==> config.mk <==
export PLATFORM = sky130hd
export DESIGN_NAME = syn_lb_master
export DESIGN_NICKNAME = d
export VERILOG_FILES = /design/src/rtl/syn_lb_master.sv
export SDC_FILE = /design/constraint.sdc
export NUM_CORES = 1
export LEC_CHECK = 0
export BUFFER_PORTS_ARGS = -buffer_cell sky130_fd_sc_hd__buf_2
export CAP_MARGIN = 10
export CORE_MARGIN = 3
export CORE_UTILIZATION = 60
export CTS_CLUSTER_DIAMETER = 100
export DETAILED_ROUTE_END_ITERATION = 10
export PLACE_DENSITY_LB_ADDON = 0.25
export SLEW_MARGIN = 40
export SYNTH_ARGS = -nofsm -noshare
export SYNTH_HDL_FRONTEND = slang
export SYNTH_SLANG_ARGS = --single-unit
==> constraint.sdc <==
create_clock -name sys_clk_50 -period 8.24 [get_ports sys_clk_50]
set_clock_uncertainty 0.2 [all_clocks]
set_input_delay 0.412 -clock sys_clk_50 [delete_from_list [all_inputs] [get_ports sys_clk_50]]
set_output_delay 0.412 -clock sys_clk_50 [all_outputs]
set_load 0.005 [all_outputs]
==> src/rtl/syn_lb_master.sv <==
// syn_lb_master: FIFO-buffered local-bus master, one transaction in flight; optional WAIT timeout via SYN_LB_MASTER_TIMEOUT_EN
module syn_lb_master #(
    parameter int LB_DATA_W      = 32,
    parameter int LB_ADDR_W      = 12,
    parameter int CMD_DEPTH      = 4,
    parameter int TIMEOUT_CYCLES = 255
) (
    input  logic                 sys_clk_50,
    input  logic                 sys_rst,
    input  logic                 cmd_valid,
    output logic                 cmd_ready,
    input  logic                 cmd_wr,
    input  logic [LB_ADDR_W-1:0] cmd_addr,
    input  logic [LB_DATA_W-1:0] cmd_wdata,
    output logic                 rsp_valid,
    output logic                 rsp_wr,
    output logic [LB_DATA_W-1:0] rsp_rdata,
    output logic                 rsp_err,
    output logic                 lb_rd_en,
    output logic                 lb_wr_en,
    output logic [LB_ADDR_W-1:0] lb_addr,
    output logic [LB_DATA_W-1:0] lb_wr_data,
    input  logic                 lb_wr_valid,
    input  logic                 lb_rd_valid,
    input  logic [LB_DATA_W-1:0] lb_rd_data,
    output logic                 busy
);
    localparam int AW = $clog2(CMD_DEPTH);
    localparam int EW = 1 + LB_ADDR_W + LB_DATA_W;
    typedef enum logic [1:0] {IDLE, ISSUE, WAIT, RESP} state_t;
    state_t                 r_state;
    logic [EW-1:0]          r_mem [CMD_DEPTH];
    logic [AW:0]            r_wptr, r_rptr;
    logic                   r_wr, r_wr_en, r_rd_en, r_rsp_valid, r_rsp_wr;
    logic [LB_ADDR_W-1:0]   r_addr;
    logic [LB_DATA_W-1:0]   r_wdata, r_rdata;
    logic                   w_empty, w_full, w_push, w_done, w_to;
    logic [EW-1:0]          w_head;
    assign w_empty    = r_wptr == r_rptr;
    assign w_full     = (r_wptr[AW] != r_rptr[AW]) && (r_wptr[AW-1:0] == r_rptr[AW-1:0]);
    assign cmd_ready  = !sys_rst && !w_full;
    assign w_push     = cmd_valid && cmd_ready;
    assign w_head     = r_mem[r_rptr[AW-1:0]];
    assign w_done     = r_state == WAIT && (r_wr ? lb_wr_valid : lb_rd_valid);
    assign busy       = r_state != IDLE || !w_empty;
    assign lb_wr_en   = r_wr_en;
    assign lb_rd_en   = r_rd_en;
    assign lb_addr    = r_addr;
    assign lb_wr_data = r_wdata;
    assign rsp_valid  = r_rsp_valid;
    assign rsp_wr     = r_rsp_wr;
    assign rsp_rdata  = r_rdata;
`ifdef SYN_LB_MASTER_TIMEOUT_EN
    logic [7:0] r_cnt;
    logic       r_err;
    // The limit cycle times out only when no matching valid arrives in it.
    assign w_to    = r_state == WAIT && !w_done && r_cnt == 8'(TIMEOUT_CYCLES - 1);
    assign rsp_err = r_err;
    always_ff @(posedge sys_clk_50 or posedge sys_rst) begin
        if (sys_rst) begin
            r_cnt <= '0;
            r_err <= 1'b0;
        end else begin
            r_cnt <= r_state == WAIT ? r_cnt + 8'd1 : 8'd0;
            if (w_done || w_to) r_err <= w_to;
        end
    end
`else
    assign w_to    = 1'b0;
    assign rsp_err = 1'b0;
`endif
    always_ff @(posedge sys_clk_50) begin
        if (w_push) r_mem[r_wptr[AW-1:0]] <= {cmd_wr, cmd_addr, cmd_wdata};
    end
    always_ff @(posedge sys_clk_50 or posedge sys_rst) begin
        if (sys_rst) r_wptr <= '0;
        else if (w_push) r_wptr <= r_wptr + 1'b1;
    end
    always_ff @(posedge sys_clk_50 or posedge sys_rst) begin
        if (sys_rst) begin
            r_state     <= IDLE;
            r_rptr      <= '0;
            r_wr        <= 1'b0;
            r_wr_en     <= 1'b0;
            r_rd_en     <= 1'b0;
            r_addr      <= '0;
            r_wdata     <= '0;
            r_rsp_valid <= 1'b0;
            r_rsp_wr    <= 1'b0;
            r_rdata     <= '0;
        end else begin
            r_wr_en     <= 1'b0;
            r_rd_en     <= 1'b0;
            r_rsp_valid <= 1'b0;
            case (r_state)
                IDLE: if (!w_empty) begin
                    r_state                 <= ISSUE;
                    r_rptr                  <= r_rptr + 1'b1;
                    {r_wr, r_addr, r_wdata} <= w_head;
                    r_wr_en                 <= w_head[EW-1];
                    r_rd_en                 <= !w_head[EW-1];
                end
                ISSUE: r_state <= WAIT;
                WAIT: if (w_done || w_to) begin
                    r_state     <= RESP;
                    r_rsp_valid <= 1'b1;
                    r_rsp_wr    <= r_wr;
                    r_rdata     <= (w_done && !r_wr) ? lb_rd_data : '0;
                end
                default: r_state <= IDLE;
            endcase
        end
    end
endmodule

==> results_dict.tcl, run 1 <==
set metrics [dict create \
    status "finished, final reports clean" \
    core-area_sq_um 16170 \
    dp_hpwl_mm 10.95 \
    drtPass1Iterations 4 \
    pin_count 165 \
    drv_cap 0 \
    start_util 0.6239 \
    cts_tree "done" \
    ys_async_sr_fraction 0.3309 \
    fp.dieArea_sq_um 18410 \
    arrival_ns 2.97 \
    layout.cells.most_common_list "180 x edfxtp_1, 163 x buf_2, 87 x dfrtp_1, 78 x dlygate4sd3_1, 45 x mux2_2" \
    critPathKind "reg -> reg" \
    power.density_nw_per_um2 350.5 \
    layout_commonest_cell "edfxtp_1" \
    diodes 0 \
    multiInputGateArea_sq_um 2267 \
    avgSynthCellArea_sq_um 21.65 \
    dp_slack_ns 5.021 \
    slowest_stage "dfrtp_4" \
    reg2reg_slack_ns 5.22 \
    synthDominantCellAreaShare 0.5356 \
    yosysTopAreaCell "edfxtp_1" \
    max_slew_margin 0.5328 \
    critPathBufInv 1 \
    fin_nets 808 \
    gr-total-overflow 0 \
    cp_top_family "flip-flops" \
    synth_flop_cell "edfxtp_1" \
    timing.final.ws_setup_ns 5.221 \
    vdd.ir_drop.worst_mv 0.2212 \
    path_max_fanout 49 \
    period_needed_ns 3.019 \
    ys_ff_latch 269 \
    slew_violations 0 \
    grt_pass1_vias 5617 \
    grt_usage 0.2174 \
    clk_pin_slew_ns 0.06 \
    seqCellArea_sq_um 7640 \
    placed_cells 827 \
    syn_nets 556 \
    drive_gt1_frac 0.3889 \
    synth_cell_types 31 \
    yosys_warnings 0 \
    syn_area_sq_um 10090 \
    rsz0062_at_grt "no" \
    utilization 0.7873 \
    required_ns 8.19 \
    hp-class "in -> reg" \
    port_buffers 163 \
    postRouteAntennaNets 0 \
    die_w_um 135.7 \
    cellLeakagePower_nw 5.066 \
    wl_per_cell_um 20.95 \
    tightest_slew_ns 0.7007 \
    clk_path_buf_depth 3 \
    setup_tns_ns 0 \
    antenna_found_initial 0 \
    vias 5344 \
    ys_seq_area_frac 0.7564 \
    fill_cells 824 \
    worst_setup_path_start_kind "flop" \
    routed_wl_mm 19.99 \
    crit_chain "xnor2_1 > a311oi_2 > and2_2 > buf_4" \
    die_h_um 135.7 \
    viasPerCell 5.602 \
    synth_edf_count 180 \
    endpoint_kind "flop" \
    drt_iter0_markers 227 \
    cts_buffers 26 \
    synthToLayoutAreaGrowth_pct 26.19 \
    cts_root_buf "clkbuf_16" \
    cts.sinks 269 \
    finalSetupViolCount 0 \
    synthTopCellsByArea "edfxtp_1 54%, dfrtp_1 22%, mux4_1 6.0%, mux2_2 5.0%, mux4_2 4.9%" \
    grt_pass1_wl_mm 30.51 \
    gp_congestion 0.6983 \
    grt_max_degree 90 \
    drc 0 \
    worstSkewPairLatency_ns 0.52 \
    netlist_instances 466 \
    finalCritPeriodShare 0.3663 \
    finalNonFillerCells 954 \
    crit_path_max_incr_delay_ns 0.87 \
    htree_levels 1 \
    fmax_mhz 331.3 \
    finalHoldViolations 0 \
    num_rows 46 \
]
[kinds of logic (layout without fill, tap and decap cells)]
logic type	after synthesis	after routing	share of synthesized area
simple gates	12	12	0.006448
xor+xnor	9	9	0.008555
other cells	1	1	0.0003716
flops	269	269	0.7564
fa+ha+maj	8	8	0.009920
compound gates	42	42	0.03645
buf+inv	33	305	0.02058
mux	92	92	0.1613
[power by group]
part / total, mW / leakage [nW] / internal [mW] / switching (mW)
sequential: 2.01 / 2.72 / 1.79 / 0.214
combinational: 1.32 / 1.93 / 0.733 / 0.583
clock: 1.14 / 0.414 / 0.676 / 0.465
[final cells by class]
| type | instances | area share |
|---|---|---|
| Sequential cell | 269 | 0.6000 |
| Multi-Input combinational cell | 164 | 0.1780 |
| Timing Repair Buffer | 247 | 0.1312 |
| Clock buffer | 39 | 0.06053 |
| Tap cell | 216 | 0.02122 |
| Clock inverter | 9 | 0.005503 |
| Inverter | 10 | 0.003537 |
[metrics by stage]
step	power, mW	hold slack, ns	area, sq um
floorplan	2.870	0.2928	10090
global placement	3.204	0.2820	11050
detailed placement	3.299	0.2859	11100
CTS	4.491	0.07354	12720
global route	4.682	0.1060	12730
finish	4.463	0.09663	12730
[repair_timing]
| action | CTS | global route |
|---|---|---|
| hold endpoints to repair | 301 | 0 |
| setup buffers | 0 | 0 |
| resized for setup | 0 | 0 |
| hold buffers | 78 | 0 |
[sequential cells by signal (all words and copies together), names as in the netlist]
signal,cells
r_wr,1
lb_wr_en,1
r_wptr,3
r_rptr,3
rsp_wr,1
rsp_rdata,32
r_mem,180
lb_rd_en,1
lb_wr_data,32
lb_addr,12
rsp_valid,1
r_state,2
[tightest hold or removal path, cell delays in order]
cell,delay [ns]
buf_2,0.10
inv_1,0.05
a311oi_2,0.08
xnor2_1,0.13
[metal layers]
| metal | vias to the layer above | global-route usage | part of all wire |
|---|---|---|---|
| met5 | - | 0 | 0 |
| met4 | 0 | 0.04591 | 0.013 |
| met3 | 22 | 0.03603 | 0.064 |
| met2 | 197 | 0.3861 | 0.52 |
| met1 | 2739 | 0.2889 | 0.40 |
| li1 | 2386 | - | - |
[final timing paths]
check | endpoint | startpoint | cells past startpoint
min in group asynchronous | r_state[1]$_DFFE_PP0P_ | sys_rst | 3
worst max register to register | r_mem[3][3]$_DFFE_PP_ | r_rptr[1]$_DFFE_PP0P_ | 4
worst min-delay path | r_wptr[0]$_DFFE_PP0P_ | cmd_valid | 4
worst max-delay path | r_mem[3][3]$_DFFE_PP_ | r_rptr[1]$_DFFE_PP0P_ | 4
max in group asynchronous | r_rptr[1]$_DFFE_PP0P_ | sys_rst | 3
worst min register to register | lb_wr_data[20]$_DFFE_PP0P_ | lb_wr_data[20]$_DFFE_PP0P_ | 1
[synthesized netlist by cell type (2+ instances only)]
master	number
nor2_1	2
nand2_1	2
o21ai_0	2
a22o_1	34
inv_1	10
clkbuf_1	5
xnor2_1	4
buf_2	7
buf_4	2
xor2_1	4
mux2_2	45
mux4_2	22
ha_1	8
buf_6	9
dfrtp_1	89
edfxtp_1	180
mux4_1	23
a21oi_1	2
and2_1	4
No activity file was read; power rests on OpenSTA's default activity.
==> inputs of run 2 (changes only) <==
Settings changed: CORE_UTILIZATION 60 to 50.
Clock period 8.24 ns to 2.5 ns, I/O delays scaled along.
==> results_dict.tcl, run 2 (synthesis gave the netlist of run 1 again) <==
set metrics [dict create \
    crit_chain "dlygate4sd3_1 > dlygate4sd3_1 > buf_2 > a311oi_2 > and2_2 > buf_4" \
    grt_pass1_wl_mm 32.49 \
    holdPathStages 5 \
    endpoint_kind "flop" \
    r2r_cells 4 \
    path_max_fanout 9 \
    drc 0 \
    power.density_nw_per_um2 1140 \
    fill_cells 1323 \
    drive_gt1_frac 0.3992 \
    required_ns 2.52 \
    grt_max_degree 48 \
    finalSetupViolCount 0 \
    setup_tns_ns 0 \
    cellLeakagePower_nw 5.214 \
    wl_per_cell_um 20.11 \
    gr-total-overflow 0 \
    grt_pass1_vias 6060 \
    gp_congestion 0.7589 \
    cts_hold_buf 81 \
    fin_nets 832 \
    crit_path_max_incr_delay_ns 0.58 \
    critPathKind "in -> reg" \
    vdd.ir_drop.worst_mv 0.7913 \
    num_rows 51 \
    core-area_sq_um 19650 \
    stdcell_area_sq_um 13100 \
    max_slew_margin 0.5590 \
    tightest_slew_ns 0.6615 \
    reg2reg_to "r_mem[1][9]$_DFFE_PP_" \
    hold_start "lb_rd_valid" \
    layout_commonest_cell "edfxtp_1" \
    slew_violations 0 \
    finalHoldViolations 0 \
    htree_levels 1 \
    finalCritPeriodShare 0.9540 \
    rsz0062_at_grt "no" \
    layout.cells.most_common_list "180 x edfxtp_1, 163 x buf_2, 87 x dfrtp_1, 82 x dlygate4sd3_1, 45 x mux2_2" \
    fmax_mhz 419.3 \
    cts_root_buf "clkbuf_16" \
    total_power_mw 14.94 \
    die_w_um 148.1 \
    synthToLayoutAreaGrowth_pct 29.86 \
    drv_cap 0 \
    pin_count 165 \
    hp-class "in -> reg" \
    vias 5464 \
    drt_iter0_markers 323 \
    port_buffers 163 \
    arrival_ns 2.41 \
    cts.sinks 269 \
    worstSkewPairLatency_ns 0.53 \
    hold_slack_ns 0.07731 \
    seqCellArea_sq_um 7637 \
    drtPass1Iterations 4 \
    ctsResizeCount 0 \
    routed_wl_mm 20.70 \
    postRouteAntennaNets 0 \
    cts_buffers 28 \
    slowest_stage "dlygate4sd3_1" \
    clk_path_buf_depth 3 \
    period_needed_ns 2.385 \
    whs_endpoint "rsp_valid$_DFF_PP0_" \
    start_util 0.5134 \
    dp_hpwl_mm 12.61 \
    worstReg2RegStart "r_rptr[0]$_DFFE_PP0P_" \
    die_h_um 148.1 \
    viasPerCell 5.310 \
    largest_reg_flops 180 \
    worst_setup_path_start_kind "input port" \
    reg2reg_slack_ns 0.27 \
    dpl_cell_area_sq_um 11380 \
    post_cts.repair.setup_buffers 0 \
    cpMostUsedCell "dlygate4sd3_1" \
    grt_usage 0.1891 \
    clk_pin_slew_ns 0.06 \
    diodes 0 \
    fp.dieArea_sq_um 21920 \
    status "finished, final reports clean" \
    antenna_found_initial 0 \
    cts_tree "done" \
    multiInputGateArea_sq_um 2261 \
]
[run 2: cell types whose count changed in the layout (fill, tap and decap cells not counted), sizes merged]
| cell | change |
|---|---|
| dlygate4sd3 | +4 |
| buf | +18 |
| clkbuf | -6 |
| bufinv | +1 |
| inv | -1 |
| clkinv | +9 |
| clkinvlp | +1 |
[run 2: routing by layer]
layer  share of wire  vias to the layer above  wire, um  global-route usage
met2            0.51                      195     10550              0.3316
met4           0.016                        0       332             0.04573
met3           0.065                       24      1341             0.04022
met1            0.41                     2812      8478              0.2451
li1                -                     2433         -                   -
met5               0                        -         0                   0
[run 2: report_power, final]
part           internal (mW)  switching, mW  total, mW
Combinational           2.50           2.10       4.60
Sequential              5.90          0.523       6.43
Clock                   2.31           1.61       3.91
Total                   10.7           4.23       14.9
[run 2: worst max path at each step]
stage	startpoint	endpoint	slack, ns	cells after the start
2_1_floorplan	r_wptr[1]$_DFFE_PP0P_	r_mem[3][0]$_DFFE_PP_	0.20	3
3_3_place_gp	r_rptr[0]$_DFFE_PP0P_	r_wr$_DFFE_PP0P_	0.29	4
3_5_place_dp	r_rptr[0]$_DFFE_PP0P_	lb_wr_data[7]$_DFFE_PP0P_	0.26	3
4_1_cts	r_rptr[0]$_DFFE_PP0P_	lb_wr_data[7]$_DFFE_PP0P_	0.24	3
5_1_grt	sys_rst	r_mem[1][9]$_DFFE_PP_	0.02	6
6_report	sys_rst	r_mem[1][9]$_DFFE_PP_	0.11	6
[run 2: per-stage QoR]
stage / utilization / std cells / setup slack, ns
6_report: 0.6667 / 1029 / 0.1149
5_1_grt: 0.6667 / 1029 / 0.01981
4_1_cts: 0.6652 / 1027 / 0.2418
3_5_place_dp: 0.5793 / 894 / 0.2642
3_3_place_gp: 0.5793 / 894 / 0.2945
2_1_floorplan: - / 466 / 0.1988
[run 2: critical path, delay by kind of cell]
kind,cells,cell delay (ns)
AND/OR/NAND/NOR,1,0.43
buffers and inverters,4,1.54
AO/OA/AOI/OAI,1,0.31
[run 2: final cells by class]
type / instances / share of cell area
Sequential cell: 269 / 0.5828
Inverter: 10 / 0.003151
Clock inverter: 19 / 0.01050
Tap cell: 265 / 0.02530
Timing Repair Buffer: 269 / 0.1491
Multi-Input combinational cell: 164 / 0.1725
Clock buffer: 33 / 0.05653
==> inputs of run 3 (changes only) <==
Settings changed: MAX_ROUTING_LAYER set to met4.
==> results_dict.tcl, run 3 (synthesis gave the netlist of run 1 again) <==
set metrics [dict create \
    post_cts.repair.setup_buffers 0 \
    gr-total-overflow 0 \
    die_h_um 148.1 \
    antenna_found_initial 0 \
    hp-class "in -> reg" \
    cts_tree "done" \
    vdd.ir_drop.worst_mv 0.7912 \
    setup_tns_ns 0 \
    start_util 0.5134 \
    wl_per_cell_um 20.10 \
    tightest_slew_ns 0.6758 \
    synthToLayoutAreaGrowth_pct 29.86 \
    power.density_nw_per_um2 1140 \
    viasPerCell 5.302 \
    pin_count 165 \
    fp.dieArea_sq_um 21920 \
    slew_violations 0 \
    grt_pass1_vias 6064 \
    cellLeakagePower_nw 5.214 \
    finalHoldViolations 0 \
    period_needed_ns 2.376 \
    grt_pass1_wl_mm 32.48 \
    dpl_cell_area_sq_um 11380 \
    fin_nets 832 \
    finalCritPeriodShare 0.9503 \
    hold_slack_ns 0.08015 \
    layout.cells.most_common_list "180 x edfxtp_1, 163 x buf_2, 87 x dfrtp_1, 82 x dlygate4sd3_1, 45 x mux2_2" \
    gp_congestion 0.7689 \
    total_power_mw 14.93 \
    cts.sinks 269 \
    rsz0062_at_grt "no" \
    die_w_um 148.1 \
    status "finished, final reports clean" \
    htree_levels 1 \
    drive_gt1_frac 0.3992 \
    fill_cells 1323 \
    power.internal_mw 10.71 \
    p_clk_frac 0.262 \
    fmax_mhz 420.9 \
    grt_usage 0.1948 \
    layout_commonest_cell "edfxtp_1" \
    drt_iter0_markers 294 \
    routed_wl_mm 20.68 \
    holdPathStages 4 \
    drv_cap 0 \
    required_ns 2.52 \
    endpoint_kind "flop" \
    dp_hpwl_mm 12.61 \
    sw_frac_of_total 0.2830 \
    path_max_fanout 9 \
    clk_pin_slew_ns 0.06 \
    combPwrFrac 0.308 \
    largest_reg_flops 180 \
    stdcell_area_sq_um 13100 \
    power_switching_mw 4.227 \
    worstSkewPairLatency_ns 0.53 \
    clk_path_buf_depth 3 \
    port_buffers 163 \
    drc 0 \
    core-area_sq_um 19650 \
    r2r_cells 4 \
    worst_setup_path_start_kind "input port" \
    diodes 0 \
    cts_buffers 28 \
    num_rows 51 \
    vias 5456 \
    postRouteAntennaNets 0 \
    drtPass1Iterations 4 \
    grt_max_degree 48 \
    finalSetupViolCount 0 \
    arrival_ns 2.40 \
    power.share.sequential 0.430 \
    max_slew_margin 0.5495 \
    cts_root_buf "clkbuf_16" \
    critPathKind "in -> reg" \
]
-- run 3: cell counts in the layout (fill, tap and decap cells not counted) --
No cell type changed its count.
-- run 3: worst max-delay path, stage by stage --
cell,delay (ns)
dlygate4sd3_1,0.55
dlygate4sd3_1,0.58
buf_2,0.16
a311oi_2,0.31
and2_2,0.43
buf_4,0.25
-- run 3: worst paths after layout --
check	from	end	slack, ns
worst max-delay path	sys_rst	r_mem[1][9]$_DFFE_PP_	0.12
worst min-delay path	lb_rd_valid	rsp_wr$_DFFE_PP0P_	0.08
worst max register to register	r_rptr[0]$_DFFE_PP0P_	r_mem[1][9]$_DFFE_PP_	0.28
worst min register to register	rsp_rdata[27]$_DFFE_PP0P_	rsp_rdata[27]$_DFFE_PP0P_	0.30
max in group asynchronous	sys_rst	lb_wr_data[14]$_DFFE_PP0P_	0.80
min in group asynchronous	sys_rst	r_state[1]$_DFFE_PP0P_	0.51
-- run 3: final cells by class --
type / count / area [sq um] / area share
Tap cell: 265 / 331.6 / 0.02530
Timing Repair Buffer: 269 / 1954 / 0.1491
Multi-Input combinational cell: 164 / 2261 / 0.1725
Inverter: 10 / 41.29 / 0.003151
Clock inverter: 19 / 137.6 / 0.01050
Clock buffer: 33 / 740.7 / 0.05653
Sequential cell: 269 / 7637 / 0.5828
-- run 3: through the flow --
stage / worst slack (ns) / instances / utilization
after detailed placement: 0.2642 / 894 / 0.5793
after CTS: 0.2418 / 1027 / 0.6652
after global placement: 0.2945 / 894 / 0.5793
after global routing: 0.01723 / 1029 / 0.6667
after floorplan: 0.1988 / 466 / -
final: 0.1243 / 1029 / 0.6667
-- run 3: what timing repair did --
item                                   CTS  global route
resized for setup                        0             0
endpoints found under the hold margin  246             5
hold buffers                            81             1
-- run 3: power by group through the flow --
stage	combinational (mW)	clock, mW	sequential [mW]
6_report	4.60	3.91	6.43
2_1_floorplan	2.99	0	6.46
4_1_cts	4.67	4.00	6.43
3_5_place_dp	4.55	0	6.51
5_1_grt	5.02	4.20	6.53
3_3_place_gp	4.42	0	6.44
-- run 3: layer usage --
layer | up-vias | wire length, um | share of wire | global-route usage
met3 | 22 | 1248 | 0.060 | 0.03687
li1 | 2428 | - | - | -
met1 | 2816 | 8573 | 0.41 | 0.2469
met5 | - | 0 | 0 | -
met4 | 0 | 308 | 0.015 | 0.04573
met2 | 190 | 10550 | 0.51 | 0.3320
